## src/rtl/uart_rx_sampler_if.sv

```systemverilog
// Received-character stream from the UART RX sampler to the RX FIFO/regmap.
// The sampler drives the master side; the consumer reads through the slave side.
interface uart_rx_sampler_if #(
  parameter int MAX_DATA_WIDTH = 8
);
  logic [MAX_DATA_WIDTH-1:0] o_data;
  logic                      o_valid;
  logic                      o_parity_err;
  logic                      o_frame_err;

  modport master (output o_data, output o_valid, output o_parity_err, output o_frame_err);
  modport slave  (input  o_data, input  o_valid, input  o_parity_err, input  o_frame_err);
endinterface

```

## src/rtl/uart_rx_sampler.sv

```systemverilog
// UART receive bit sampler: qualifies the start bit, majority-votes three mid-bit
// samples per bit on the oversampling tick and emits each character with error flags.
module uart_rx_sampler #(
  parameter int OVERSAMPLE     = 16,
  parameter int MAX_DATA_WIDTH = 8
) (
  input  logic       i_clk,
  input  logic       i_nrst,
  input  logic       i_rxd,
  input  logic       i_fall_edge,
  input  logic       i_baud_tick,
  input  logic       i_en,
  input  logic [1:0] i_data_len,
  input  logic       i_parity_en,
  input  logic       i_parity_odd,
  input  logic       i_stop2,
  output logic       o_busy,
  uart_rx_sampler_if.master rx
);

  localparam int CW = $clog2(OVERSAMPLE);
  localparam logic [CW-1:0] TICK_S2   = CW'(OVERSAMPLE / 2 + 1);
  localparam logic [CW-1:0] TICK_LAST = CW'(OVERSAMPLE - 1);

  typedef enum logic [2:0] {IDLE, START, DATA, PARITY, STOP1, STOP2} state_t;

  state_t                    state_reg;
  logic [CW-1:0]             tick_cnt_reg;
  logic [1:0]                sample_reg;
  logic [2:0]                bit_idx_reg;
  logic [MAX_DATA_WIDTH-1:0] shift_reg;
  logic [1:0]                len_reg;
  logic                      par_en_reg;
  logic                      par_odd_reg;
  logic                      stop2_reg;
  logic                      perr_reg;
  logic                      ferr_reg;
  logic                      busy_reg;
  logic                      valid_reg;
  logic [MAX_DATA_WIDTH-1:0] data_out_reg;
  logic                      perr_out_reg;
  logic                      ferr_out_reg;

  logic [1:0]                sample_hit;
  logic                      at_s2;
  logic                      at_wrap;
  logic                      maj;
  logic                      parity_exp;
  logic [MAX_DATA_WIDTH-1:0] aligned;

  // The first two votes are stored; the third is the live line at the S2 tick.
  genvar gi;
  for (gi = 0; gi < 2; gi++) begin : g_sample
    localparam logic [CW-1:0] POINT = CW'(OVERSAMPLE / 2 - 1 + gi);
    assign sample_hit[gi] = i_baud_tick && (tick_cnt_reg == POINT);
  end

  assign at_s2      = i_baud_tick && (tick_cnt_reg == TICK_S2);
  assign at_wrap    = i_baud_tick && (tick_cnt_reg == TICK_LAST);
  assign maj        = (sample_reg[0] & sample_reg[1]) | (sample_reg[0] & i_rxd) |
                      (sample_reg[1] & i_rxd);
  // Unreceived positions of the shift register stay zero, so a full-width XOR is safe.
  assign parity_exp = (^shift_reg) ^ par_odd_reg;
  assign aligned    = shift_reg >> (2'd3 - len_reg);

  always_ff @(posedge i_clk or negedge i_nrst) begin
    if (!i_nrst) begin
      state_reg    <= IDLE;
      tick_cnt_reg <= '0;
      sample_reg   <= '0;
      bit_idx_reg  <= '0;
      shift_reg    <= '0;
      len_reg      <= '0;
      par_en_reg   <= 1'b0;
      par_odd_reg  <= 1'b0;
      stop2_reg    <= 1'b0;
      perr_reg     <= 1'b0;
      ferr_reg     <= 1'b0;
      busy_reg     <= 1'b0;
      valid_reg    <= 1'b0;
      data_out_reg <= '0;
      perr_out_reg <= 1'b0;
      ferr_out_reg <= 1'b0;
    end else begin
      valid_reg <= 1'b0;
      if (sample_hit[0]) sample_reg[0] <= i_rxd;
      if (sample_hit[1]) sample_reg[1] <= i_rxd;
      if (i_baud_tick && state_reg != IDLE)
        tick_cnt_reg <= at_wrap ? '0 : tick_cnt_reg + CW'(1);

      if (state_reg != IDLE && !i_en) begin
        state_reg <= IDLE;
        busy_reg  <= 1'b0;
      end else begin
        case (state_reg)
          IDLE: begin
            if (i_fall_edge && i_en) begin
              state_reg    <= START;
              tick_cnt_reg <= '0;
              bit_idx_reg  <= '0;
              shift_reg    <= '0;
              perr_reg     <= 1'b0;
              ferr_reg     <= 1'b0;
              len_reg      <= i_data_len;
              par_en_reg   <= i_parity_en;
              par_odd_reg  <= i_parity_odd;
              stop2_reg    <= i_stop2;
              busy_reg     <= 1'b1;
            end
          end
          START: begin
            if (at_s2 && maj) begin
              state_reg <= IDLE;
              busy_reg  <= 1'b0;
            end else if (at_wrap) begin
              state_reg <= DATA;
            end
          end
          DATA: begin
            if (at_s2) shift_reg <= {maj, shift_reg[MAX_DATA_WIDTH-1:1]};
            if (at_wrap) begin
              bit_idx_reg <= bit_idx_reg + 3'd1;
              if (bit_idx_reg == {1'b0, len_reg} + 3'd4)
                state_reg <= par_en_reg ? PARITY : STOP1;
            end
          end
          PARITY: begin
            if (at_s2) perr_reg <= (maj != parity_exp);
            if (at_wrap) state_reg <= STOP1;
          end
          STOP1: begin
            // Single stop bit finishes at mid-bit so a start edge in its tail is caught.
            if (at_s2) begin
              if (stop2_reg) begin
                ferr_reg <= ~maj;
              end else begin
                state_reg    <= IDLE;
                busy_reg     <= 1'b0;
                valid_reg    <= 1'b1;
                data_out_reg <= aligned;
                perr_out_reg <= perr_reg;
                ferr_out_reg <= ~maj;
              end
            end
            if (at_wrap) state_reg <= STOP2;
          end
          STOP2: begin
            if (at_s2) begin
              state_reg    <= IDLE;
              busy_reg     <= 1'b0;
              valid_reg    <= 1'b1;
              data_out_reg <= aligned;
              perr_out_reg <= perr_reg;
              ferr_out_reg <= ferr_reg | ~maj;
            end
          end
          default: begin
            state_reg <= IDLE;
            busy_reg  <= 1'b0;
          end
        endcase
      end
    end
  end

  assign o_busy          = busy_reg;
  assign rx.o_data       = data_out_reg;
  assign rx.o_valid      = valid_reg;
  assign rx.o_parity_err = perr_out_reg;
  assign rx.o_frame_err  = ferr_out_reg;

endmodule

```

## src/flat_wrapper.sv

```systemverilog
// flat-port wrapper written by rule: the top's interface ports become plain ports
module uart_rx_sampler_flat 
#(
  parameter int OVERSAMPLE     = 16,
  parameter int MAX_DATA_WIDTH = 8
)
  (i_clk, i_nrst, i_rxd, i_fall_edge, i_baud_tick, i_en, i_data_len, i_parity_en, i_parity_odd, i_stop2, o_busy, rx_o_data, rx_o_valid, rx_o_parity_err, rx_o_frame_err);
  uart_rx_sampler_if #(.MAX_DATA_WIDTH(MAX_DATA_WIDTH)) rx_i ();
  input  logic i_clk;
  input  logic i_nrst;
  input  logic i_rxd;
  input  logic i_fall_edge;
  input  logic i_baud_tick;
  input  logic i_en;
  input  logic [1:0] i_data_len;
  input  logic i_parity_en;
  input  logic i_parity_odd;
  input  logic i_stop2;
  output logic o_busy;
  output wire logic [$bits(rx_i.o_data)-1:0] rx_o_data;
  output wire logic [$bits(rx_i.o_valid)-1:0] rx_o_valid;
  output wire logic [$bits(rx_i.o_parity_err)-1:0] rx_o_parity_err;
  output wire logic [$bits(rx_i.o_frame_err)-1:0] rx_o_frame_err;
  assign rx_o_data = rx_i.o_data;
  assign rx_o_valid = rx_i.o_valid;
  assign rx_o_parity_err = rx_i.o_parity_err;
  assign rx_o_frame_err = rx_i.o_frame_err;
  uart_rx_sampler #(.OVERSAMPLE(OVERSAMPLE), .MAX_DATA_WIDTH(MAX_DATA_WIDTH)) u_core (.i_clk(i_clk), .i_nrst(i_nrst), .i_rxd(i_rxd), .i_fall_edge(i_fall_edge), .i_baud_tick(i_baud_tick), .i_en(i_en), .i_data_len(i_data_len), .i_parity_en(i_parity_en), .i_parity_odd(i_parity_odd), .i_stop2(i_stop2), .o_busy(o_busy), .rx(rx_i));
endmodule
```

## config.mk

```make
export PLATFORM = sky130hd
export DESIGN_NAME = uart_rx_sampler_flat
export DESIGN_NICKNAME = d
export VERILOG_FILES = /design/src/rtl/uart_rx_sampler_if.sv /design/src/rtl/uart_rx_sampler.sv /design/src/flat_wrapper.sv
export SDC_FILE = /design/constraint.sdc
export NUM_CORES = 1
export LEC_CHECK = 0
export ABC_AREA = 0
export CELL_PAD_IN_SITES_DETAIL_PLACEMENT = 1
export CELL_PAD_IN_SITES_GLOBAL_PLACEMENT = 2
export CORE_ASPECT_RATIO = 2
export CORE_MARGIN = 5
export CORE_UTILIZATION = 33
export DETAILED_ROUTE_END_ITERATION = 7
export PLACE_DENSITY_LB_ADDON = 0.1
export SETUP_SLACK_MARGIN = 0.05
export SLEW_MARGIN = 5
export SYNTH_ARGS = -nofsm -noshare
export SYNTH_HDL_FRONTEND = slang
export SYNTH_SLANG_ARGS = --single-unit
```

## constraint.sdc

```tcl
create_clock -name i_clk -period 1.8 [get_ports i_clk]
set_input_delay 0.36 -clock i_clk [delete_from_list [all_inputs] [get_ports i_clk]]
set_output_delay 0.36 -clock i_clk [all_outputs]
set_load 0.1 [all_outputs]
```

==> results of run 1 <==
-- layer usage --
metal	up-vias	share of wire, %	wire length, um	GRT usage (%)
met5	-	0	0	0
met4	0	1.7	110	5.98
met3	6	2.5	162	3.83
met2	20	62	4040	33.0
met1	894	34	2240	17.6
li1	862	-	-	-
-- final cells by class --
cell class,count,area share [%]
repair buffers,62,21.5
clock buffers,6,4.02
clock inverters,2,1.87
inverters,7,0.819
multi-input cells,150,37.9
flip-flops and latches,39,30.4
well taps,88,3.43
-- cell families after synthesis --
| family | Yosys count |
|---|---|
| buffers and inverters | 19 |
| AND/OR/NAND/NOR | 61 |
| XOR/XNOR | 13 |
| flip-flops | 39 |
| AO/OA/AOI/OAI | 47 |
| multiplexers | 24 |
| adder cells (fa/ha/maj) | 5 |
-- per-stage QoR --
| stage | power, mW | area (um2) | util (%) | hold WS, ps |
|---|---|---|---|---|
| finish | 3.87 | 3210 | 48.9 | 43.0 |
| detailed placement | 2.62 | 2840 | 43.2 | 364 |
| global placement | 2.56 | 2840 | 43.2 | 358 |
| floorplan | 2.05 | 2210 | - | 64.4 |
| global route | 4.12 | 3210 | 48.9 | 81.4 |
| CTS | 3.85 | 3120 | 47.5 | 55.0 |
-- where the power goes --
part / leakage, nW / internal [mW] / switching, mW
registers: 0.516 / 1.02 / 0.115
logic: 0.818 / 0.734 / 0.860
clock network: 0.0911 / 0.795 / 0.354
-- worst min-delay path by stage --
stage          startpoint                    end  slack (ps)  cells past startpoint
5_1_grt            i_nrst      u_core.len_reg[0]          80                      1
3_3_place_gp       i_nrst  u_core.bit_idx_reg[0]         360                      1
2_1_floorplan      i_nrst  u_core.bit_idx_reg[0]          60                      0
3_5_place_dp       i_nrst  u_core.bit_idx_reg[2]         360                      1
4_1_cts            i_nrst      u_core.len_reg[0]          60                      1
6_report           i_nrst      u_core.len_reg[0]          40                      1
-- placed cells by master, fill, tap and decap left out, types with 2 or more instances in the layout --
cell type and n:
ha_1 2, xnor2_1 9, mux2_2 8, inv_1 6, mux2i_1 6, nand3_1 7, o21ai_0 10, o2111ai_2 2
a22o_1 10, clkdlybuf4s50_1 8, nor2_1 13, buf_12 14, nor2_4 2, xor2_1 4, dfrtp_1 38, nor2b_1 3
clkbuf_16 5, nand2_1 14, nand4_1 4, buf_4 31, o21ai_1 2, mux2_4 8, buf_6 6, bufinv_16 2
a21oi_1 14
-- timing repair --
item                                    CTS  global route
pin swaps                                 4             9
buffers inserted                          5             3
endpoints found under the setup margin   21            23
hold endpoints to repair                  0             0
resized for setup                        13            19
==> impl_metrics.py, run 1 <==
metrics = {
    "sta": {
        "hold_viol": 0,
        "rsz0062_at_grt": "true",
        "final_max_slew_viol_count": 0,
        "finalCriticalPeriod_ps": 1810,
        "final.setup.worst_slack_ps": -13.3,
        "skew_ps": 5.46,
        "tightest_slew_ps": 516,
        "setup_violations": 7,
        "finalCritPeriodShare_pct": 101,
        "fmax_ghz": 0.551,
        "finalSetupTns_ps": -62.0,
        "relSlewSlack_pct": 65.6,
    },
    "setup_path": {
        "end_kind": "flop",
        "worstSetupStartpoint": "u_core.tick_cnt_reg[1]",
        "r2r.worst_path.cells": 8,
        "crit_end": "u_core.rx.o_data[4]",
        "crit_type": "flop to flop",
        "cp.buffers_inverters": 3,
        "worstReg2RegEnd": "u_core.rx.o_data[4]",
        "cp.required_ps": 1970,
        "critPathMaxStageDelay_ps": 390,
        "crit_family": "simple AND/OR/NAND/NOR gates",
        "crit_chain": "inv_2 > ha_4 > and4b_2 > buf_4 > o2111ai_4 > nor2_4 > buf_12 > mux2_4",
        "r2r_slack_ps": -10,
        "r2r-start": "u_core.tick_cnt_reg[1]",
        "start_kind": "flop",
        "critPathSlowestCell": "dfrtp_1",
        "crit_arrival_ps": 1990,
        "path_max_fanout": 8,
        "cp_num_cells": 8,
    },
    "synthesis": {
        "synth_top_area_share_pct": 44.2,
        "yosysMostFrequentCell": "dfrtp_1",
        "syn_area_per_cell_um2": 10.6,
        "netlist_instances": 208,
        "syn_area_mm2": 0.00221,
        "synth_top_family_by_area": "compound AO/OA/AOI/OAI gates",
        "ys_ff_latch": 39,
        "netlist_top_cells_area": "dfrtp_1 44%, mux2_2 7.1%, a22o_1 4.0%",
        "synth_xor_area_share_pct": 5.16,
        "muxShareOfSynthArea_pct": 12.7,
        "synthAdderAreaFrac_pct": 2.78,
        "synth_fp_nets": 223,
        "ys.flop_type": "dfrtp_1",
        "async_flop_share_pct": 100,
        "ys_seq_area_share_pct": 44.2,
        "yosys-top-cells-count": "39 x dfrtp_1, 16 x nand2_1, 14 x a21oi_1, 14 x mux2_2, 13 x nor2_1",
        "yosys_warnings": 0,
        "yosysTopAreaCell": "dfrtp_1",
        "synth_compound_area_share_pct": 15.4,
        "synth_cell_types": 51,
        "yosys.area_share.simple_pct": 15.0,
        "synth_edf_count": 0,
    },
    "routing": {
        "drcViolationCount": 0,
        "vias": 1782,
        "first_iter_violations": 42,
        "wl_per_cell_um": 18.5,
        "drt-pass1-iter-count": 4,
        "drt-total-wl_um": 6550,
        "routed_via_density": 5.03,
        "ant_nets": 0,
    },
    "grt": {
        "antenna_found_initial": 0,
        "grt_max_degree": 22,
        "grt_pass1_vias": 2067,
        "grt_usage_pct": 17.4,
        "grt_first_pass_wirelength_um": 10800,
        "overflow": 0,
    },
    "final_layout": {
        "insertedDiodeCount": 0,
        "final_cells": 354,
        "multi_input_area_mm2": 0.00122,
        "fillerInstances": 707,
        "drive_above_1_share_pct": 37.2,
        "syn2layout_area_growth_pct": 45.3,
        "seq_area_um2": 977,
        "fin_nets": 280,
    },
    "clock_tree": {
        "ctsHoldBuffers": 0,
        "clock_sinks": 39,
        "clkTransAtPathRegs_ps": 60,
        "htreeDepth": 2,
        "numCtsBuffers": 5,
        "cts_tree": "done",
        "clockBufferDepth": 2,
        "cts_root_buf": "clkbuf_16",
        "clk_latency_ps": 290,
    },
    "floorplanning": {
        "fp.coreArea_mm2": 0.00657,
        "num_rows": 42,
        "ios": 23,
        "fp.dieArea_mm2": 0.00853,
        "die_h_um": 126,
        "fp.dieW_um": 67.8,
        "start_util_pct": 33.6,
    },
    "placed_design": {
        "place_ws_ps": -373,
        "port_buffers": 22,
        "dp_cells": 339,
        "gp_congestion": 0.795,
        "dp_hpwl_um": 4910,
    },
    "run_status": {
        "status": "finished with violations",
        "violations": "setup timing",
    },
    "power_and_ir_drop": {
        "peakVddDrop_uv": 858,
        "leakagePower_nw": 1.42,
        "cellPowerDensity_mw_per_mm2": 1210,
    },
    "flow_run": {
        "maxCapViolations": 0,
    },
    "min_path": {
        "hold_path.class": "input port to asynchronous set/reset pin",
    },
}
No activity file was read; power rests on OpenSTA's default activity.
==> run 2, diff against run 1 <==
Settings changed: ABC_AREA 0 to not set.
==> results of run 2 <==
Same layout as run 1: the final DEF is identical, and so are final timing and power.
